## src/rtl/npu_axil_arbiter_if.sv

```systemverilog
// Bus bundle for the N-to-1 AXI4-lite arbiter.
// Carries the LSU-side channel vectors and the single external master port.
interface npu_axil_arbiter_if #(
  parameter int N_CH = 3,
  parameter int A_W  = 32,
  parameter int D_W  = 32,
  parameter int S_W  = D_W / 8
);
  logic [N_CH-1:0]          lsu_wa_valid, lsu_wa_ready;
  logic [N_CH-1:0][A_W-1:0] lsu_wa_addr;
  logic [N_CH-1:0]          lsu_wd_valid, lsu_wd_ready;
  logic [N_CH-1:0][D_W-1:0] lsu_wd_data;
  logic [N_CH-1:0][S_W-1:0] lsu_wd_strb;
  logic [N_CH-1:0]          lsu_wr_valid, lsu_wr_ready;
  logic [N_CH-1:0]          lsu_ra_valid, lsu_ra_ready;
  logic [N_CH-1:0][A_W-1:0] lsu_ra_addr;
  logic [N_CH-1:0]          lsu_rd_valid, lsu_rd_ready;
  logic [N_CH-1:0][D_W-1:0] lsu_rd_data;

  logic           ext_wa_valid, ext_wa_ready;
  logic [A_W-1:0] ext_wa_addr;
  logic           ext_wd_valid, ext_wd_ready;
  logic [D_W-1:0] ext_wd_data;
  logic [S_W-1:0] ext_wd_strb;
  logic           ext_wr_valid, ext_wr_ready;
  logic           ext_ra_valid, ext_ra_ready;
  logic [A_W-1:0] ext_ra_addr;
  logic           ext_rd_valid, ext_rd_ready;
  logic [D_W-1:0] ext_rd_data;

  // The arbiter itself.
  modport slave (
    input  lsu_wa_valid, lsu_wa_addr, lsu_wd_valid, lsu_wd_data, lsu_wd_strb, lsu_wr_ready,
    input  lsu_ra_valid, lsu_ra_addr, lsu_rd_ready,
    output lsu_wa_ready, lsu_wd_ready, lsu_wr_valid, lsu_ra_ready, lsu_rd_valid, lsu_rd_data,
    input  ext_wa_ready, ext_wd_ready, ext_wr_valid, ext_ra_ready, ext_rd_valid, ext_rd_data,
    output ext_wa_valid, ext_wa_addr, ext_wd_valid, ext_wd_data, ext_wd_strb, ext_wr_ready,
    output ext_ra_valid, ext_ra_addr, ext_rd_ready
  );

  // The environment: LSU channels plus external memory.
  modport master (
    output lsu_wa_valid, lsu_wa_addr, lsu_wd_valid, lsu_wd_data, lsu_wd_strb, lsu_wr_ready,
    output lsu_ra_valid, lsu_ra_addr, lsu_rd_ready,
    input  lsu_wa_ready, lsu_wd_ready, lsu_wr_valid, lsu_ra_ready, lsu_rd_valid, lsu_rd_data,
    output ext_wa_ready, ext_wd_ready, ext_wr_valid, ext_ra_ready, ext_rd_valid, ext_rd_data,
    input  ext_wa_valid, ext_wa_addr, ext_wd_valid, ext_wd_data, ext_wd_strb, ext_wr_ready,
    input  ext_ra_valid, ext_ra_addr, ext_rd_ready
  );
endinterface

```

## src/rtl/npu_axil_arbiter.sv

```systemverilog
// N-to-1 AXI4-lite interconnect: round-robin request arbitration per direction with
// registered request slots, in-order response routing through per-direction ID FIFOs.
module npu_axil_id_fifo #(
  parameter int DEPTH = 4,
  parameter int W     = 2
) (
  input  logic         clk_i,
  input  logic         arstn_i,
  input  logic         push,
  input  logic [W-1:0] push_id,
  input  logic         pop,
  output logic [W-1:0] head,
  output logic         empty,
  output logic         full
);
  localparam int PW = (DEPTH > 1) ? $clog2(DEPTH) : 1;
  localparam int CW = $clog2(DEPTH + 1);

  logic [W-1:0]  mem_reg [DEPTH];
  logic [PW-1:0] wr_ptr_reg, rd_ptr_reg;
  logic [CW-1:0] cnt_reg;

  function automatic logic [PW-1:0] inc(input logic [PW-1:0] p);
    return (p == PW'(DEPTH - 1)) ? '0 : p + 1'b1;
  endfunction

  assign empty = (cnt_reg == '0);
  assign full  = (cnt_reg == CW'(DEPTH));
  assign head  = mem_reg[rd_ptr_reg];

  always_ff @(posedge clk_i or negedge arstn_i) begin
    if (!arstn_i) begin
      wr_ptr_reg <= '0;
      rd_ptr_reg <= '0;
      cnt_reg    <= '0;
      for (int i = 0; i < DEPTH; i++) mem_reg[i] <= '0;
    end else begin
      if (push) begin
        mem_reg[wr_ptr_reg] <= push_id;
        wr_ptr_reg          <= inc(wr_ptr_reg);
      end
      if (pop) rd_ptr_reg <= inc(rd_ptr_reg);
      case ({push, pop})
        2'b10:   cnt_reg <= cnt_reg + 1'b1;
        2'b01:   cnt_reg <= cnt_reg - 1'b1;
        default: cnt_reg <= cnt_reg;
      endcase
    end
  end
endmodule

module npu_axil_arbiter #(
  parameter int N_CH      = 3,
  parameter int A_W       = 32,
  parameter int D_W       = 32,
  parameter int S_W       = D_W / 8,
  parameter int MAX_OUTST = 4
) (
  input logic              clk_i,
  input logic              arstn_i,
  npu_axil_arbiter_if.slave bus
);
  localparam int IW = (N_CH > 1) ? $clog2(N_CH) : 1;

  // Returns {found, index}; search starts at ptr, which holds the channel after the last grant.
  function automatic logic [IW:0] rr_pick(input logic [N_CH-1:0] req, input logic [IW-1:0] ptr);
    logic [IW:0]   res;
    logic [IW-1:0] idx;
    res = '0;
    for (int k = N_CH - 1; k >= 0; k--) begin
      idx = IW'((int'(ptr) + k) % N_CH);
      if (req[idx]) res = {1'b1, idx};
    end
    return res;
  endfunction

  logic           ra_valid_reg;
  logic [A_W-1:0] ra_addr_reg;
  logic [IW-1:0]  ra_ptr_reg, ra_ptr_next;
  logic [IW:0]    ra_pick;
  logic           ra_grant, rid_empty, rid_full, rid_pop;
  logic [IW-1:0]  rid_head;
  logic [N_CH-1:0] rd_sel;

  logic           wa_valid_reg, wd_valid_reg;
  logic [A_W-1:0] wa_addr_reg;
  logic [D_W-1:0] wd_data_reg;
  logic [S_W-1:0] wd_strb_reg;
  logic [IW-1:0]  w_ptr_reg, w_ptr_next;
  logic [IW:0]    w_pick;
  logic           w_grant, wid_empty, wid_full, wid_pop;
  logic [IW-1:0]  wid_head;
  logic [N_CH-1:0] wr_sel;

  // Grants are gated by reset so request readies stay low while reset is held.
  assign ra_pick     = rr_pick(bus.lsu_ra_valid, ra_ptr_reg);
  assign ra_grant    = arstn_i & ra_pick[IW] & ~rid_full & (~ra_valid_reg | bus.ext_ra_ready);
  assign ra_ptr_next = (ra_pick[IW-1:0] == IW'(N_CH - 1)) ? '0 : ra_pick[IW-1:0] + 1'b1;
  assign bus.lsu_ra_ready = N_CH'(ra_grant) << ra_pick[IW-1:0];

  assign w_pick     = rr_pick(bus.lsu_wa_valid & bus.lsu_wd_valid, w_ptr_reg);
  assign w_grant    = arstn_i & w_pick[IW] & ~wid_full
                    & (~wa_valid_reg | bus.ext_wa_ready) & (~wd_valid_reg | bus.ext_wd_ready);
  assign w_ptr_next = (w_pick[IW-1:0] == IW'(N_CH - 1)) ? '0 : w_pick[IW-1:0] + 1'b1;
  assign bus.lsu_wa_ready = N_CH'(w_grant) << w_pick[IW-1:0];
  assign bus.lsu_wd_ready = N_CH'(w_grant) << w_pick[IW-1:0];

  always_ff @(posedge clk_i or negedge arstn_i) begin
    if (!arstn_i) begin
      ra_valid_reg <= 1'b0;
      ra_addr_reg  <= '0;
      ra_ptr_reg   <= '0;
    end else if (ra_grant) begin
      ra_valid_reg <= 1'b1;
      ra_addr_reg  <= bus.lsu_ra_addr[ra_pick[IW-1:0]];
      ra_ptr_reg   <= ra_ptr_next;
    end else if (bus.ext_ra_ready) begin
      ra_valid_reg <= 1'b0;
    end
  end

  // WA and WD are loaded together but drain independently.
  always_ff @(posedge clk_i or negedge arstn_i) begin
    if (!arstn_i) begin
      wa_valid_reg <= 1'b0;
      wd_valid_reg <= 1'b0;
      wa_addr_reg  <= '0;
      wd_data_reg  <= '0;
      wd_strb_reg  <= '0;
      w_ptr_reg    <= '0;
    end else if (w_grant) begin
      wa_valid_reg <= 1'b1;
      wd_valid_reg <= 1'b1;
      wa_addr_reg  <= bus.lsu_wa_addr[w_pick[IW-1:0]];
      wd_data_reg  <= bus.lsu_wd_data[w_pick[IW-1:0]];
      wd_strb_reg  <= bus.lsu_wd_strb[w_pick[IW-1:0]];
      w_ptr_reg    <= w_ptr_next;
    end else begin
      if (bus.ext_wa_ready) wa_valid_reg <= 1'b0;
      if (bus.ext_wd_ready) wd_valid_reg <= 1'b0;
    end
  end

  assign bus.ext_ra_valid = ra_valid_reg;
  assign bus.ext_ra_addr  = ra_addr_reg;
  assign bus.ext_wa_valid = wa_valid_reg;
  assign bus.ext_wa_addr  = wa_addr_reg;
  assign bus.ext_wd_valid = wd_valid_reg;
  assign bus.ext_wd_data  = wd_data_reg;
  assign bus.ext_wd_strb  = wd_strb_reg;

  npu_axil_id_fifo #(.DEPTH(MAX_OUTST), .W(IW)) u_rid (
    .clk_i(clk_i), .arstn_i(arstn_i), .push(ra_grant), .push_id(ra_pick[IW-1:0]),
    .pop(rid_pop), .head(rid_head), .empty(rid_empty), .full(rid_full)
  );

  npu_axil_id_fifo #(.DEPTH(MAX_OUTST), .W(IW)) u_wid (
    .clk_i(clk_i), .arstn_i(arstn_i), .push(w_grant), .push_id(w_pick[IW-1:0]),
    .pop(wid_pop), .head(wid_head), .empty(wid_empty), .full(wid_full)
  );

  // An empty FIFO selects no channel, so stray external responses are never acked.
  assign rd_sel           = rid_empty ? '0 : (N_CH'(1) << rid_head);
  assign bus.lsu_rd_valid = bus.ext_rd_valid ? rd_sel : '0;
  assign bus.ext_rd_ready = |(rd_sel & bus.lsu_rd_ready);
  assign rid_pop          = bus.ext_rd_valid & bus.ext_rd_ready;

  assign wr_sel           = wid_empty ? '0 : (N_CH'(1) << wid_head);
  assign bus.lsu_wr_valid = bus.ext_wr_valid ? wr_sel : '0;
  assign bus.ext_wr_ready = |(wr_sel & bus.lsu_wr_ready);
  assign wid_pop          = bus.ext_wr_valid & bus.ext_wr_ready;

  generate
    for (genvar gi = 0; gi < N_CH; gi++) begin : g_rd_bcast
      assign bus.lsu_rd_data[gi] = bus.ext_rd_data;
    end
  endgenerate
endmodule

```

## src/flat_wrapper.sv

```systemverilog
// flat-port wrapper written by rule: the top's interface ports become plain ports
module npu_axil_arbiter_flat 
#(
  parameter int N_CH      = 3,
  parameter int A_W       = 32,
  parameter int D_W       = 32,
  parameter int S_W       = D_W / 8,
  parameter int MAX_OUTST = 4
)
  (clk_i, arstn_i, bus_lsu_wa_valid, bus_lsu_wa_addr, bus_lsu_wd_valid, bus_lsu_wd_data, bus_lsu_wd_strb, bus_lsu_wr_ready, bus_lsu_ra_valid, bus_lsu_ra_addr, bus_lsu_rd_ready, bus_lsu_wa_ready, bus_lsu_wd_ready, bus_lsu_wr_valid, bus_lsu_ra_ready, bus_lsu_rd_valid, bus_lsu_rd_data, bus_ext_wa_ready, bus_ext_wd_ready, bus_ext_wr_valid, bus_ext_ra_ready, bus_ext_rd_valid, bus_ext_rd_data, bus_ext_wa_valid, bus_ext_wa_addr, bus_ext_wd_valid, bus_ext_wd_data, bus_ext_wd_strb, bus_ext_wr_ready, bus_ext_ra_valid, bus_ext_ra_addr, bus_ext_rd_ready);
  npu_axil_arbiter_if #(.N_CH(N_CH), .A_W(A_W), .D_W(D_W), .S_W(S_W)) bus_i ();
  input logic clk_i;
  input logic arstn_i;
  input wire logic [$bits(bus_i.lsu_wa_valid)-1:0] bus_lsu_wa_valid;
  input wire logic [$bits(bus_i.lsu_wa_addr)-1:0] bus_lsu_wa_addr;
  input wire logic [$bits(bus_i.lsu_wd_valid)-1:0] bus_lsu_wd_valid;
  input wire logic [$bits(bus_i.lsu_wd_data)-1:0] bus_lsu_wd_data;
  input wire logic [$bits(bus_i.lsu_wd_strb)-1:0] bus_lsu_wd_strb;
  input wire logic [$bits(bus_i.lsu_wr_ready)-1:0] bus_lsu_wr_ready;
  input wire logic [$bits(bus_i.lsu_ra_valid)-1:0] bus_lsu_ra_valid;
  input wire logic [$bits(bus_i.lsu_ra_addr)-1:0] bus_lsu_ra_addr;
  input wire logic [$bits(bus_i.lsu_rd_ready)-1:0] bus_lsu_rd_ready;
  output wire logic [$bits(bus_i.lsu_wa_ready)-1:0] bus_lsu_wa_ready;
  output wire logic [$bits(bus_i.lsu_wd_ready)-1:0] bus_lsu_wd_ready;
  output wire logic [$bits(bus_i.lsu_wr_valid)-1:0] bus_lsu_wr_valid;
  output wire logic [$bits(bus_i.lsu_ra_ready)-1:0] bus_lsu_ra_ready;
  output wire logic [$bits(bus_i.lsu_rd_valid)-1:0] bus_lsu_rd_valid;
  output wire logic [$bits(bus_i.lsu_rd_data)-1:0] bus_lsu_rd_data;
  input wire logic [$bits(bus_i.ext_wa_ready)-1:0] bus_ext_wa_ready;
  input wire logic [$bits(bus_i.ext_wd_ready)-1:0] bus_ext_wd_ready;
  input wire logic [$bits(bus_i.ext_wr_valid)-1:0] bus_ext_wr_valid;
  input wire logic [$bits(bus_i.ext_ra_ready)-1:0] bus_ext_ra_ready;
  input wire logic [$bits(bus_i.ext_rd_valid)-1:0] bus_ext_rd_valid;
  input wire logic [$bits(bus_i.ext_rd_data)-1:0] bus_ext_rd_data;
  output wire logic [$bits(bus_i.ext_wa_valid)-1:0] bus_ext_wa_valid;
  output wire logic [$bits(bus_i.ext_wa_addr)-1:0] bus_ext_wa_addr;
  output wire logic [$bits(bus_i.ext_wd_valid)-1:0] bus_ext_wd_valid;
  output wire logic [$bits(bus_i.ext_wd_data)-1:0] bus_ext_wd_data;
  output wire logic [$bits(bus_i.ext_wd_strb)-1:0] bus_ext_wd_strb;
  output wire logic [$bits(bus_i.ext_wr_ready)-1:0] bus_ext_wr_ready;
  output wire logic [$bits(bus_i.ext_ra_valid)-1:0] bus_ext_ra_valid;
  output wire logic [$bits(bus_i.ext_ra_addr)-1:0] bus_ext_ra_addr;
  output wire logic [$bits(bus_i.ext_rd_ready)-1:0] bus_ext_rd_ready;
  assign bus_i.lsu_wa_valid = bus_lsu_wa_valid;
  assign bus_i.lsu_wa_addr = bus_lsu_wa_addr;
  assign bus_i.lsu_wd_valid = bus_lsu_wd_valid;
  assign bus_i.lsu_wd_data = bus_lsu_wd_data;
  assign bus_i.lsu_wd_strb = bus_lsu_wd_strb;
  assign bus_i.lsu_wr_ready = bus_lsu_wr_ready;
  assign bus_i.lsu_ra_valid = bus_lsu_ra_valid;
  assign bus_i.lsu_ra_addr = bus_lsu_ra_addr;
  assign bus_i.lsu_rd_ready = bus_lsu_rd_ready;
  assign bus_lsu_wa_ready = bus_i.lsu_wa_ready;
  assign bus_lsu_wd_ready = bus_i.lsu_wd_ready;
  assign bus_lsu_wr_valid = bus_i.lsu_wr_valid;
  assign bus_lsu_ra_ready = bus_i.lsu_ra_ready;
  assign bus_lsu_rd_valid = bus_i.lsu_rd_valid;
  assign bus_lsu_rd_data = bus_i.lsu_rd_data;
  assign bus_i.ext_wa_ready = bus_ext_wa_ready;
  assign bus_i.ext_wd_ready = bus_ext_wd_ready;
  assign bus_i.ext_wr_valid = bus_ext_wr_valid;
  assign bus_i.ext_ra_ready = bus_ext_ra_ready;
  assign bus_i.ext_rd_valid = bus_ext_rd_valid;
  assign bus_i.ext_rd_data = bus_ext_rd_data;
  assign bus_ext_wa_valid = bus_i.ext_wa_valid;
  assign bus_ext_wa_addr = bus_i.ext_wa_addr;
  assign bus_ext_wd_valid = bus_i.ext_wd_valid;
  assign bus_ext_wd_data = bus_i.ext_wd_data;
  assign bus_ext_wd_strb = bus_i.ext_wd_strb;
  assign bus_ext_wr_ready = bus_i.ext_wr_ready;
  assign bus_ext_ra_valid = bus_i.ext_ra_valid;
  assign bus_ext_ra_addr = bus_i.ext_ra_addr;
  assign bus_ext_rd_ready = bus_i.ext_rd_ready;
  npu_axil_arbiter #(.N_CH(N_CH), .A_W(A_W), .D_W(D_W), .S_W(S_W), .MAX_OUTST(MAX_OUTST)) u_core (.clk_i(clk_i), .arstn_i(arstn_i), .bus(bus_i));
endmodule
```

## config.mk

```make
export PLATFORM = sky130hd
export DESIGN_NAME = npu_axil_arbiter_flat
export DESIGN_NICKNAME = d
export VERILOG_FILES = /design/src/rtl/npu_axil_arbiter_if.sv /design/src/rtl/npu_axil_arbiter.sv /design/src/flat_wrapper.sv
export SDC_FILE = /design/constraint.sdc
export NUM_CORES = 1
export LEC_CHECK = 0
export ABC_CLOCK_PERIOD_IN_PS = 2800
export CORE_AREA = 2 2 221 223
export CTS_CLUSTER_SIZE = 10
export DETAILED_ROUTE_END_ITERATION = 8
export DIE_AREA = 0 0 223 225
export HOLD_SLACK_MARGIN = 0.05
export SYNTH_ARGS = -nofsm -noshare
export SYNTH_HDL_FRONTEND = slang
export SYNTH_SLANG_ARGS = --single-unit
```

## constraint.sdc

```tcl
create_clock -name clk_i -period 2.8 [get_ports clk_i]
set_input_delay 0.7 -clock clk_i [delete_from_list [all_inputs] [get_ports clk_i]]
set_output_delay 0.7 -clock clk_i [all_outputs]
set_load 0.005 [all_outputs]
```

## After elaboration in Yosys (flattened, before gate mapping)

Cells that the tools add are included.

| storage, ports and cells | value |
|---|---|
| memory bits (read-only) | 0 |
| logic and storage cells | 164 |
| bits in registers | 137 |
| bits in latches | 0 |
| memory bits (writable) | 0 |
| memories | 0 |
| input bits | 354 |
| output and inout port bits | 216 |

| operators by class | value |
|---|---|
| div/mod/pow operators | 6 |
| $lt $le $gt $ge | 14 |
| multiplexer cells | 56 |
| add/sub/neg operators | 14 |
| reductions and logical operators | 11 |
| bitwise operators | 24 |
| shifts and indexed selects | 4 |
| multiply operators | 0 |
| equality and inequality tests | 12 |

Operators by type and width:

| operator | count |
|---|---|
| binary-select mux 32 bit (select 2 bit) | 3 |
| remainder unit 32 x 3 -> 32 bit, second input constant | 4 |
| two-way mux 32 bit | 3 |
| remainder unit 3 x 3 -> 32 bit, second input constant | 2 |
| two-way mux 3 bit | 10 |
| < comparator 2 x 3 -> 1 bit, second input constant | 8 |
| two-way mux 2 bit | 12 |
| bitwise mux 8 bit | 2 |
| equality test 2 bit, second input constant | 8 |
| adder 2 x 1 -> 2 bit, second input constant | 6 |
| binary-select mux 1 bit (select 2 bit) | 6 |
| >= comparator 3 bit, second input constant | 4 |
| two-way mux 1 bit | 12 |
| NOT 2 -> 3 bit | 4 |
| case mux 3 bit (2 select lines) | 2 |
| nonzero test 2 bit | 5 |
| AND 1 bit | 9 |
| AND 3 bit | 3 |
| binary-select mux 2 bit (select 2 bit) | 2 |
| binary-select mux 4 bit (select 2 bit) | 1 |
| demux 2 bit (select 2 bit) | 2 |
| adder 2 x 1 -> 3 bit, second input constant | 2 |
| adder 2 x 2 -> 3 bit, second input constant | 2 |
| adder 3 x 1 -> 3 bit, second input constant | 2 |
| 12 further kinds | 27 |

## Longest topological paths before layout

| logic depth | value |
|---|---|
| depth in word-level cells | 13 |
| mapped depth | 15 |
| gate-level depth less buffers | 13 |

## Modules after synthesis

From an unflattened synthesis, not the netlist that was laid out.

| unflattened totals | value |
|---|---|
| cells, all modules | 1,049 |
| area, all modules | 9,771.9 um2 |

By module, submodules not included:

| module | times used | cells an instance | sequential area each (um2) | area an instance (um2) |
|---|---|---|---|---|
| npu_axil_arbiter | 1 | 937 | 2,677.6 | 8,290.5 |
| npu_axil_id_fifo | 2 | 56 | 375.4 | 740.7 |

## Worst setup path before layout

OpenSTA, ideal clock, no wires.

| timing path | value |
|---|---|
| path kind | input -> register |
| start point | input port bus_lsu_wa_valid[0] |
| end point | register u_core.u_wid.cnt_reg[2] |
| required time | 2.721 ns |
| stages on the path | 12 |
| setup slack | -0.203 ns |
| buffers on the path | 2 |
| setup time | 0.079 ns |
| arrival time | 2.924 ns |
| cell sequence | a211o_1 a2111oi_2 nor3_2 inv_2 buf_4 buf_2 ha_1 inv_1 fa_1 xor2_1 nor2_1 xor2_1 |

| on the way | value |
|---|---|
| word-level cells in the longest chain between the ends | 12 |
| elaborated cells on any way between the ends | 18 |
| those cells by class | eq/ne: 2; mux: 10; bitwise: 5; reduce/logical: 1 |

RTL lines:

| what | line | RTL |
|---|---|---|
| start, declared | flat_wrapper.sv:14 | `input wire logic [$bits(bus_i.lsu_wa_valid)-1:0] bus_lsu_wa_valid;` |
| AND 3 bit * | npu_axil_arbiter.sv:101 | `assign w_pick = rr_pick(bus.lsu_wa_valid & bus.lsu_wd_valid, w_ptr_reg);` |
| binary-select mux 1 bit (select 2 bit) | npu_axil_arbiter.sv:72 | `if (req[idx]) res = {1'b1, idx};` |
| two-way mux 1 bit (not written as such) | npu_axil_arbiter.sv:72 |  |
| two-way mux 3 bit (2 in series) | npu_axil_arbiter.sv:72 |  |
| two-way mux 3 bit * | npu_axil_arbiter.sv:72 |  |
| AND 1 bit * (2 in series) | npu_axil_arbiter.sv:102 | `assign w_grant = arstn_i & w_pick[IW] & ~wid_full` |
| AND 1 bit * (2 in series) | npu_axil_arbiter.sv:103 | `& (~wa_valid_reg \| bus.ext_wa_ready) & (~wd_valid_reg \| bus.ext_wd_ready);` |
| equality test 2 x 1 -> 1 bit or equality test 2 bit (tied branches) | npu_axil_arbiter.sv:43 | `case ({push, pop})` |
| case mux 3 bit (2 select lines) or nonzero test 2 bit (tied branches) | -- |  |
| end signal, assigned | npu_axil_arbiter.sv:44 | `2'b10: cnt_reg <= cnt_reg + 1'b1;` |
| end signal, assigned | npu_axil_arbiter.sv:45 | `2'b01: cnt_reg <= cnt_reg - 1'b1;` |
| end signal, assigned | npu_axil_arbiter.sv:46 | `default: cnt_reg <= cnt_reg;` |
| end, declared | npu_axil_arbiter.sv:21 | `logic [CW-1:0] cnt_reg;` |

Mark *: on every way between the ends. The rest lies on a longest branch, timed or not. The select of a mux whose other input is x is not followed.
A chain may end at the register's enable or synchronous reset.

## Worst setup path in the final report

| timing path | value |
|---|---|
| start point | register u_core.w_ptr_reg[0] |
| end point | output port bus_lsu_wa_ready[0] |

| on the way | value |
|---|---|
| word-level cells in the longest chain between the ends | 12 |
| elaborated cells on any way between the ends | 19 |
| those cells by class | add/sub: 2; div: 3; shift: 1; mux: 9; bitwise: 4 |

RTL lines:

| what | line | RTL |
|---|---|---|
| start, declared | npu_axil_arbiter.sv:89 | `logic [IW-1:0] w_ptr_reg, w_ptr_next;` |
| start signal, assigned | npu_axil_arbiter.sv:137 | `w_ptr_reg <= w_ptr_next;` |
| adder 2 x 2 -> 3 bit | npu_axil_arbiter.sv:71 | `idx = IW'((int'(ptr) + k) % N_CH);` |
| remainder unit 32 x 3 -> 32 bit | npu_axil_arbiter.sv:71 |  |
| binary-select mux 1 bit (select 2 bit) | npu_axil_arbiter.sv:72 |  |
| two-way mux 1 bit (not written as such) | npu_axil_arbiter.sv:72 |  |
| two-way mux 3 bit (2 in series) | npu_axil_arbiter.sv:72 |  |
| two-way mux 3 bit * | npu_axil_arbiter.sv:72 |  |
| AND 1 bit (2 in series) | npu_axil_arbiter.sv:102 |  |
| AND 1 bit (2 in series) | npu_axil_arbiter.sv:103 |  |
| << shifter 1 x 2 -> 3 bit * | npu_axil_arbiter.sv:105 | `assign bus.lsu_wa_ready = N_CH'(w_grant) << w_pick[IW-1:0];` |
| end, declared | flat_wrapper.sv:23 | `output wire logic [$bits(bus_i.lsu_wa_ready)-1:0] bus_lsu_wa_ready;` |

Marks and branches as above.

==> summary.txt <==
Detailed routing
  • Per-cell routed wire length: 17.6 um
  • Initial DRC count: 376
  • Vias/cell: 4.31
  • Vias: 8196
  • Residual DRC: 0
  • Antenna Nets Post-Route: 0
  • Drt total wl: 33500 um
  • Pre-Repair DR Iteration Count: 7

Cells and area
  • Number of fill cells in the layout: 4920
  • Fin area: 14600 sq um
  • Area grow syn2layout: 63.6%
  • # nets final: 1646
  • Share of layout cells above drive strength 1: 0.207
  • Utilization after layout: 0.308
  • Multi-input gate area: 4540 sq um
  • Register area: 3430 sq um

Synthesis
  • Mapped Area: 8940 sq um
  • Yosys top cell by area: dfrtp_1
  • Mean post-synth cell area: 9.99 sq um
  • Post-synthesis register bit count: 137
  • Synth area leaders: dfrtp_1 38%, a2bb2o_4 14%, buf_4 8.5%, o22ai_1 4.8%, nand2_1 4.7%
  • Yosys Warn Count: 0
  • Sequential share of the synthesized area: 0.383
  • Gate count of the mapped netlist: 895
  • Post-synth top area share: 0.383
  • Number of synthesized flops with an enable pin: 0
  • Netlist cell types: 56
  • Async SR Flop Fraction: 1.00
  • Net count after synthesis: 1268
  • Main synth FF type: dfrtp_1

Timing
  • Rel. slew slack: 0.368
  • Fmax: 318 MHz
  • Slew Viols, Final: 0
  • Final number of setup-violating endpoints: 10
  • Final hold slack: 0.195 ns
  • Tcrit/Tclk final: 1.12
  • Worst Skew: 0.0110 ns
  • Worst-margin pin slew: 0.940 ns
  • RSZ-0062 raised after global routing: yes
  • Final setup margin: -0.342 ns
  • Final worst path period need: 3.14 ns
  • Final hold viol count: 0

Placed design
  • Detailed-placement wirelength estimate: 26300 um
  • Dpl cell area: 13600 sq um
  • GPL Wtd Cong: 0.829
  • PortBufs: 441

Critical path
  • CP Class: reg -> out
  • Most common cell on crit path: buf_6
  • Element type at the critical path start: register
  • Critical Path, Cell by Cell: buf_6, ha_4, buf_4, inv_2, o211ai_1, or4_4, and2_4, and3_4, buf_6
  • Crit path largest cell delay: 0.44 ns
  • Critical Path AT: 2.44 ns
  • Crit-path leading delay family: simple AND/OR/NAND/NOR gates
  • Number of buffers and inverters on the critical path: 4
  • Max FO, Critical Path: 5
  • CP max-delay cell: or4_4
  • CP endpoint kind: output pin
  • Worst Path Required: 2.10 ns

Power
  • Leakage: 5.86 nW
  • Logic pwr share: 0.590
  • Switching Share: 0.372
  • Clock Power Share: 0.166
  • Reg power frac: 0.245
  • Maximum vdd drop: 0.479 mV
  • Switching pwr: 0.00547 W
  • Internal: 0.00923 W
  • Total design power: 0.0147 W
  • Power Density: 1000 nW/um^2

Clock network
  • CTS buffer count: 17
  • Worst-path clk slew: 0.07 ns
  • CTS Root Cell: clkbuf_16
  • # clock sinks: 137
  • CTS tree: done
  • H-Tree Depth: 4
  • Clock Path Buffers: 2
  • Clock latency on the worst-skew pair: 0.47 ns
  • Hold Buf Count CTS: 0

Floorplan
  • Core Region: 47500 sq um
  • Starting Density: 0.188
  • Die width: 223 um
  • DIE AREA: 50200 sq um
  • Die Y: 225 um
  • Site row count: 80
  • IO Count: 570

Outcome
  • Failing checks: negative setup slack
  • Status: complete, but fails checks

Global routing
  • Number of global-route vias before repair: 8684
  • First-pass GRT wire length: 50100 um
  • Initial antenna violation count: 2
  • GRT overflow: 0
  • Total track usage: 0.134
  • Largest net degree at the start of global routing: 87

Worst hold path
  • Worst Hold Class: in -> async

Job
  • MaxCap Viol Count: 0
synthesized netlist by cell type, drive strengths merged, types with 3 or more instances:
library cell	n
nand2b	3
ha	17
nand2	111
mux4	4
a21oi	14
and2	4
or3	3
o21ai	86
nor3	9
buf	137
a22oi	32
clkbuf	32
inv	25
o31ai	6
mux2	13
nand3	6
a2bb2o	68
dfrtp	137
a31oi	34
nor2b	3
xor2	3
a21o	6
o22ai	69
nor2	46
xnor2	3
logic make-up (layout without fill, tap and decap cells):
kind of cell / Yosys count / count (layout) / synth area share
simple gates: 194 / 194 / 0.0933
compound gates: 326 / 326 / 0.325
xor+xnor: 6 / 6 / 0.00588
other cells: 0 / 1 / 0
flops: 137 / 137 / 0.383
buf+inv: 194 / 585 / 0.135
mux: 19 / 19 / 0.0287
fa+ha+maj: 19 / 19 / 0.0283
path summary, 6_finish.rpt:
check | start | end | slack [ns] | cells past startpoint
min in group clk_i | u_core.bus.ext_wa_addr[25]$_DFFE_PN0P_ | u_core.bus.ext_wa_addr[25]$_DFFE_PN0P_ | 0.48 | 2
max reg2reg | u_core.w_ptr_reg[0]$_DFFE_PN0P_ | u_core.u_wid.cnt_reg[2]$_DFFE_PN0P_ | 0.06 | 13
min | arstn_i | u_core.u_rid.mem_reg[7]$_DFFE_PN0P_ | 0.19 | 2
min reg2reg | u_core.bus.ext_wa_addr[25]$_DFFE_PN0P_ | u_core.bus.ext_wa_addr[25]$_DFFE_PN0P_ | 0.48 | 2
max | u_core.w_ptr_reg[0]$_DFFE_PN0P_ | bus_lsu_wa_ready[0] | -0.34 | 9
max in group asynchronous | arstn_i | u_core.w_ptr_reg[1]$_DFFE_PN0P_ | 1.46 | 4
worst reg2reg max path, stage by stage, from the launching register on:
cell	delay, ns
dfrtp_1	0.41
buf_6	0.13
ha_4	0.17
a211o_1	0.31
a2111oi_4	0.46
nor3_4	0.08
inv_4	0.09
buf_4	0.12
ha_4	0.12
inv_1	0.05
fa_2	0.33
xor2_1	0.14
nor2_1	0.12
xor2_1	0.14
cells in the final DEF, fill, tap and decap left out, drive strengths merged, types with 4 or more instances in the layout:
cell type        n
clkbuf          17
nand2          111
o31ai            6
a31oi           34
a22oi           32
a2bb2o          68
clkdlybuf4s50  421
nor2            46
nor3             9
inv             31
buf            102
o21ai           86
clkinv           6
ha              17
nand3            6
and2             4
mux2            13
a21o             6
a21oi           14
o22ai           69
dfrtp          137
mux4             4
routing by layer:
| layer | wire [um] | share of wire | vias up | track usage |
|---|---|---|---|---|
| met5 | 8 | 0.00024 | - | 0 |
| met4 | 1780 | 0.053 | 2 | 0.0905 |
| met3 | 3130 | 0.093 | 76 | 0.0531 |
| met2 | 16000 | 0.48 | 398 | 0.219 |
| met1 | 12700 | 0.38 | 3818 | 0.142 |
| li1 | - | - | 3902 | - |
area by class of cell:
| class | count | area share |
|---|---|---|
| repair buffers | 528 | 0.354 |
| diodes | 1 | 0.000171 |
| clock buffers | 17 | 0.0291 |
| multi-input cells | 564 | 0.311 |
| flip-flops and latches | 137 | 0.234 |
| inverters | 25 | 0.00676 |
| clock inverters | 15 | 0.0128 |
| well taps | 615 | 0.0526 |
power by group through the flow:
| stage | sequential (W) | combinational (W) | clock, W |
|---|---|---|---|
| after floorplan | 0.00357 | 0.00462 | 0 |
| after global placement | 0.00359 | 0.00804 | 0 |
| after detailed placement | 0.00364 | 0.00819 | 0 |
| after CTS | 0.00362 | 0.00863 | 0.00257 |
| after global routing | 0.00373 | 0.00942 | 0.00263 |
| final | 0.00360 | 0.00866 | 0.00244 |
metrics by stage:
stage                     cells  worst slack, ns  setup TNS (ns)
after CTS                  1900           -0.423           -3.13
after global placement     1846           -0.720          -29.09
after floorplan             895          -0.0260         -0.0446
after global routing       1902           -0.458           -3.83
final                      1902           -0.342           -2.34
after detailed placement   1846           -0.771          -33.05
repair_timing:
action / 4_1_cts / 5_1_grt
gates resized for setup: 112 / 24
buffers inserted: 27 / 1
setup endpoints to repair: 27 / 65
pin swaps: 20 / 9
Power figures use the tool's default switching activity.
==> variant 1 (same flow settings) <==
`D_W` is set to 32 in 3 places; all go to 48.
--- a/src/rtl/npu_axil_arbiter_if.sv
+++ b/src/rtl/npu_axil_arbiter_if.sv
@@ -3,7 +3,7 @@
 interface npu_axil_arbiter_if #(
   parameter int N_CH = 3,
   parameter int A_W  = 32,
-  parameter int D_W  = 32,
+  parameter int D_W  = 48,
   parameter int S_W  = D_W / 8
 );
   logic [N_CH-1:0]          lsu_wa_valid, lsu_wa_ready;
--- a/src/rtl/npu_axil_arbiter.sv
+++ b/src/rtl/npu_axil_arbiter.sv
@@ -52,7 +52,7 @@
 module npu_axil_arbiter #(
   parameter int N_CH      = 3,
   parameter int A_W       = 32,
-  parameter int D_W       = 32,
+  parameter int D_W       = 48,
   parameter int S_W       = D_W / 8,
   parameter int MAX_OUTST = 4
 ) (
--- a/src/flat_wrapper.sv
+++ b/src/flat_wrapper.sv
@@ -3,7 +3,7 @@
 #(
   parameter int N_CH      = 3,
   parameter int A_W       = 32,
-  parameter int D_W       = 32,
+  parameter int D_W       = 48,
   parameter int S_W       = D_W / 8,
   parameter int MAX_OUTST = 4
 )
Ports: changed (6 resized); port bits go from 570 to 706. No check against the original RTL was run, so the function may have changed too.
==> variant 1 against the unedited design <==
The flow still finishes with violations (setup timing). Sequential power rose by 11%. Utilization rose by 4.2 points. Design area rose by 14%. Worst hold slack improved by 40 ps. Wire length rose by 45%. Critical path type unchanged. Synthesized area rose by 16%. Clock skew barely moved. Setup slack got worse by 15 ps. Power rose by 15%. First-iteration DRC count rose by 30%. Sequential cell count rose by 18. Count of clock-buffer cells in the layout rose by 3. Register-to-register slack got worse by 180 ps.
==> variant 1: results (changes against the unedited design) <==
- Setup slack, reg-to-reg: -120 ps (was 60 ps)
- Count of input and output buffers: 513 (was 441)
- Fin nets: 1977 (was 1646)
- Drt via density: 4.84 (was 4.31)
- Total track usage: 18.7% (was 13.4%)
- Worst clock skew: 11.3 ps (was 11.0 ps)
- Critical path's slowest cell: dfrtp_1 (was or4_4)
- Filler instances: 4881 (was 4920)
- CTS Buf Count: 17 (unchanged)
- Final worst slack: -357 ps (was -342 ps)
- Routability congestion estimate from global placement: 0.875 (was 0.829)
- Setup violators final: 14 (was 10)
- Clk slew on worst S/H paths: 70 ps (about the same)
- Area contributors post-synth: dfrtp_1 (37%), buf_4 (11%), and3_1 (5.2%), o21ai_0 (4.7%), nor2_1 (4.7%) (was dfrtp_1 (38%), a2bb2o_4 (14%), buf_4 (8.5%), o22ai_1 (4.8%), nand2_1 (4.7%))
- DR pass1 iterations: 4 (was 7)
- Final std cells w/o fill: 2163 (was 1902)
- Setup crit start: u_core.w_ptr_reg[1] (was u_core.w_ptr_reg[0])
- Syn Inst Count: 1142 (was 895)
- Max FFs per register: 48
- Vias in the first global route: 10932 (was 8684)
- Global-route wire length before repair: 69600 microns (was 50100 microns)
- Largest net degree at the start of global routing: 85 (was 87)
- Initial antenna violation count: 7 (was 2)
- Top FF cell, synth: dfrtp_1 (unchanged)
- Fraction of layout cells with a size suffix above 1: 19.6% (was 20.7%)
- H-tree Lvls: 4 (unchanged)
- Tightest Pin Transition: 846 ps (was 940 ps)
- Top cells by count, synth: dfrtp_1 (155), buf_4 (151), nor2_1 (129) (was dfrtp_1 (137), nand2_1 (111), buf_4 (101))
- R2R Path End: u_core.u_wid.cnt_reg[2] (unchanged)
- Leakage: 6.92 nW (was 5.86 nW)
- Placed cell area: 15400 sq um (was 13600 sq um)
- Outcome: finished, violations left (unchanged)
- Max Fanout on Critical Path: 6 (was 5)
- Failing checks: setup timing (unchanged)
- Clock latency on the worst-skew pair: 480 ps
- Maximum vdd drop: 0.752 mV (was 0.479 mV)
- Seq/Total Area, Yosys: 37.3% (was 38.3%)
- Crit-path max cell delay: 410 ps (was 440 ps)
- Worst r2r path cells: 16 (was 13)
- Total Wirelength: 48500 microns (was 33500 microns)
- CP endpoint: bus_lsu_wa_ready[0] (unchanged)
- Root Buffer: clkbuf_16 (unchanged)
- Placed cells: 2097 (was 1846)
- Starting DRT DRC Count: 490 (was 376)
- Synth unique cells: 51 (was 56)
- Syn nets: 1585 (was 1268)
- Max Cap Viol: 0 (unchanged)
- Post-Place Setup Slack: -819 ps (was -771 ps)
- CTS max path bufs: 2 (unchanged)
- Worst Hold Class: input pin to asynchronous set/reset pin (unchanged)
- Async SR Flop Fraction: 100% (unchanged)
- Worst EP arrival: 2460 ps (was 2440 ps)
- Dpl hpwl: 35500 microns (was 26300 microns)
variant 1: per-stage QoR:
stage	hold slack (ps)	util (%)	TNS, ps	total power, W
2_1_floorplan	404	-	-42.1	0.00896
3_3_place_gp	487	32.4	-62740	0.0134
3_5_place_dp	491	32.4	-70800	0.0136
4_1_cts	185	34.4	-3710	0.0167
5_1_grt	212	35.0	-4330	0.0181
6_report	235	35.0	-2800	0.0169
variant 1: timing repair:
item	in CTS	in global routing
cloned	1	1
endpoints found under the setup margin	109	98
hold buffers	0	0
setup buffers	22	11
resized for setup	128	54
hold endpoints to repair	0	0
pin swaps	20	18
variant 1: how the worst min path moves through the flow:
| stage | start | endpoint | slack, ps | cells after the start |
|---|---|---|---|---|
| global route | arstn_i | u_core.u_wid.cnt_reg[2] | 210 | 3 |
| CTS | arstn_i | u_core.u_wid.cnt_reg[2] | 190 | 3 |
| detailed placement | u_core.u_wid.cnt_reg[0] | u_core.u_wid.cnt_reg[0] | 490 | 1 |
| floorplan | arstn_i | u_core.bus.ext_ra_addr[0] | 400 | 0 |
| global placement | u_core.u_rid.mem_reg[4] | u_core.u_rid.mem_reg[4] | 490 | 1 |
| finish | arstn_i | u_core.u_wid.cnt_reg[2] | 230 | 3 |
variant 1: kinds of logic after synthesis:
kind of cell | after synthesis | synth area share [%]
AOI/OAI and AO/OA | 357 | 25.9
and+or+nand+nor | 313 | 14.9
buffers and inverters | 265 | 15.7
DFF | 155 | 37.3
muxes | 27 | 3.35
adders and majority gates | 19 | 2.43
xor gates and xnor gates | 6 | 0.505
variant 1: report_power, final:
part           internal, W  switching (W)
sequential         0.00335       0.000656
combinational      0.00526        0.00531
clock              0.00118        0.00112
total              0.00979        0.00709
variant 1: area by class of cell:
class                   instances  area, sq um  area share (%)
diodes                          1         2.50          0.0150
clock buffers                  20          447            2.68
clock inverters                12          105           0.631
inverters                      20         77.6           0.466
multi-input cells             722         5260            31.6
flip-flops and latches        155         3880            23.3
well taps                     615          769            4.62
repair buffers                618         6110            36.7
variant 1: metal layers:
layer | vias to the layer above | part of all wire, % | global-route usage, %
met3 | 126 | 8.2 | 6.27
met2 | 498 | 51 | 33.2
met4 | 0 | 3.8 | 8.79
li1 | 4782 | - | -
met5 | - | 0 | 0
met1 | 5058 | 37 | 20.1
variant 1: critical path, delay by kind of cell, from the launching register on:
family,cells,cell delay [ps]
compound gates,2,420
fa+ha+maj,1,240
buf+inv,3,430
flops,1,410
simple gates,2,480
==> variant 2 (config.mk and constraints unchanged) <==
Without the edit above. Make the reset (`arstn_i`) synchronous in 3 clocked blocks.
--- a/src/rtl/npu_axil_arbiter.sv
+++ b/src/rtl/npu_axil_arbiter.sv
@@ -28,7 +28,7 @@
   assign full  = (cnt_reg == CW'(DEPTH));
   assign head  = mem_reg[rd_ptr_reg];
 
-  always_ff @(posedge clk_i or negedge arstn_i) begin
+  always_ff @(posedge clk_i) begin
     if (!arstn_i) begin
       wr_ptr_reg <= '0;
       rd_ptr_reg <= '0;
@@ -105,7 +105,7 @@
   assign bus.lsu_wa_ready = N_CH'(w_grant) << w_pick[IW-1:0];
   assign bus.lsu_wd_ready = N_CH'(w_grant) << w_pick[IW-1:0];
 
-  always_ff @(posedge clk_i or negedge arstn_i) begin
+  always_ff @(posedge clk_i) begin
     if (!arstn_i) begin
       ra_valid_reg <= 1'b0;
       ra_addr_reg  <= '0;
@@ -120,7 +120,7 @@
   end
 
   // WA and WD are loaded together but drain independently.
-  always_ff @(posedge clk_i or negedge arstn_i) begin
+  always_ff @(posedge clk_i) begin
     if (!arstn_i) begin
       wa_valid_reg <= 1'b0;
       wd_valid_reg <= 1'b0;
Check against the original RTL: differs if arstn_i is asserted again (counterexample within 4 cycles, from zero or initial values and one cycle with arstn_i low); with arstn_i held inactive, the same outputs for 4 cycles.
==> variant 2 against the unedited design <==
Cell count is 3.5% lower. Largest cell class unchanged. Synthesized area is 14% lower. Sequential cell count is 4 higher. Power is 29% lower. Register-to-register slack worse by 100 ps. Wire length is 8.4% lower. The flow finishes with violations (DRC, setup timing). Setup slack better by 130 ps. Design area is 7.9% lower.
==> variant 2: results (changes against the unedited design) <==
- Comb_multi_in: 505 (was 564)
- Setup slack, reg-to-reg: -40 ps (was 60 ps)
- DRC: 3 (was 0)
- Leakage: 5.21 nW (was 5.86 nW)
- Area of the multi-input gates: 3980 sq um (was 4540 sq um)
- P_comb: 0.00517 W (was 0.00866 W)
- Worst reg2reg path startpoint: u_core.w_ptr_reg[0] (unchanged)
- Via count: 7871 (was 8196)
- Synth unique cells: 55 (was 56)
- Clk. pwr: 0.00226 W (was 0.00244 W)
- Met2 routed WL: 15100 microns (was 16000 microns)
- Placed cell area: 12400 sq um (was 13600 sq um)
- Met2 Track Usage GR: 20.0% (was 21.9%)
- Crit-path max cell delay: 400 ps (was 440 ps)
- Maximum vdd drop: 0.556 mV (was 0.479 mV)
- Setup violators final: 10 (unchanged)
- Setup crit start: bus_lsu_wa_valid[1] (was u_core.w_ptr_reg[0])
- R2R Path End: u_core.u_wid.cnt_reg[2] (unchanged)
- Slew margin rel.: 44.4% (was 36.8%)
- Worst EP arrival: 2310 ps (was 2440 ps)
- Met1 usage: 12.8% (was 14.2%)
- Sequential share of cell area: 22.2% (was 23.4%)
- Starting DRT DRC Count: 558 (was 376)
- Final worst slack: -210 ps (was -342 ps)
- Layout buffering overhead excluding clock cells: 37.8% (was 35.4%)
- Switch Pwr: 0.00365 W (was 0.00547 W)
- Area contributors post-synth: dfxtp_1 (32%), mux2i_1 (10%), buf_4 (9.6%), a222oi_1 (8.6%), edfxtp_1 (6.2%) (was dfrtp_1 (38%), a2bb2o_4 (14%), buf_4 (8.5%), o22ai_1 (4.8%), nand2_1 (4.7%))
- Seq/Total Area, Yosys: 38.7% (was 38.3%)
- Async SR Flop Fraction: 0% (was 100%)
- Largest net degree at the start of global routing: 85 (was 87)
- Outcome: finished, violations left (unchanged)
- Critical path's slowest cell: or3_4 (was or4_4)
- DR pass1 iterations: 9 (was 7)
- Worst clock skew: 12.6 ps (was 11.0 ps)
- M3 GR Usage: 4.89% (was 5.31%)
- WHS: 459 ps (was 195 ps)
- Worst Hold Class: flop to flop (was input pin to asynchronous set/reset pin)
- Non-CTS inverters: 20 (was 25)
- DR WL met3: 2670 microns (was 3130 microns)
- Global-route wire length before repair: 45400 microns (was 50100 microns)
- Initial antenna violation count: 4 (was 2)
- Met1 WL: 11800 microns (was 12700 microns)
- Total track usage: 11.9% (was 13.4%)
- Cell area power density: 775 nW/um^2 (was 1000 nW/um^2)
- Filler instances: 4948 (was 4920)
- Vias in the first global route: 8066 (was 8684)
- Total Wirelength: 30700 microns (was 33500 microns)
- Worst r2r path cells: 14 (was 13)
- Post-synth EDFFs: 16 (was 0)
- Failing checks: DRC, setup timing (was setup timing)
- Fraction of layout cells with a size suffix above 1: 16.2% (was 20.7%)
- TNS Setup: -1290 ps (was -2340 ps)
- Syn nets: 1198 (was 1268)
- Fin nets: 1572 (was 1646)
- CP endpoint: bus_lsu_wa_ready[2] (was bus_lsu_wa_ready[0])
- Routability congestion estimate from global placement: 0.812 (was 0.829)
- ClkCell Share: 4.24% (was 4.19%)
- Dpl hpwl: 23800 microns (was 26300 microns)
- Clock sinks: 141 (was 137)
variant 2: changes by cell type after synthesis, sizes merged, moves of 9 or more:
cell and change:
a21oi -12, a222oi +66, a2bb2o -68, buf -21, clkbuf +18, dfrtp -137, dfxtp +125, edfxtp +16
mux2 -9, mux2i +76, nand2 +11, nor2 -34, o21ai -32, o22ai -68
variant 2: metrics by stage:
step,cells,setup WS (ps),util [%]
finish,1835,-210,28.4
global route,1834,-298,28.3
CTS,1829,-302,28.0
detailed placement,1782,-965,26.2
global placement,1782,-962,26.2
floorplan,832,-105,-
variant 2: cells by family after synthesis:
family / after synthesis / share of synthesized area (%)
xor gates and xnor gates: 4 / 0.455
muxes: 86 / 11.9
AOI/OAI and AO/OA: 217 / 21.5
DFF: 141 / 38.7
and+or+nand+nor: 186 / 10.9
buffers and inverters: 186 / 14.4
adders and majority gates: 12 / 2.14
variant 2: repair_timing:
action / 4_1_cts / 5_1_grt
setup buffers: 16 / 5
pin swaps: 19 / 12
setup endpoints to repair: 27 / 18
gates resized for setup: 134 / 29
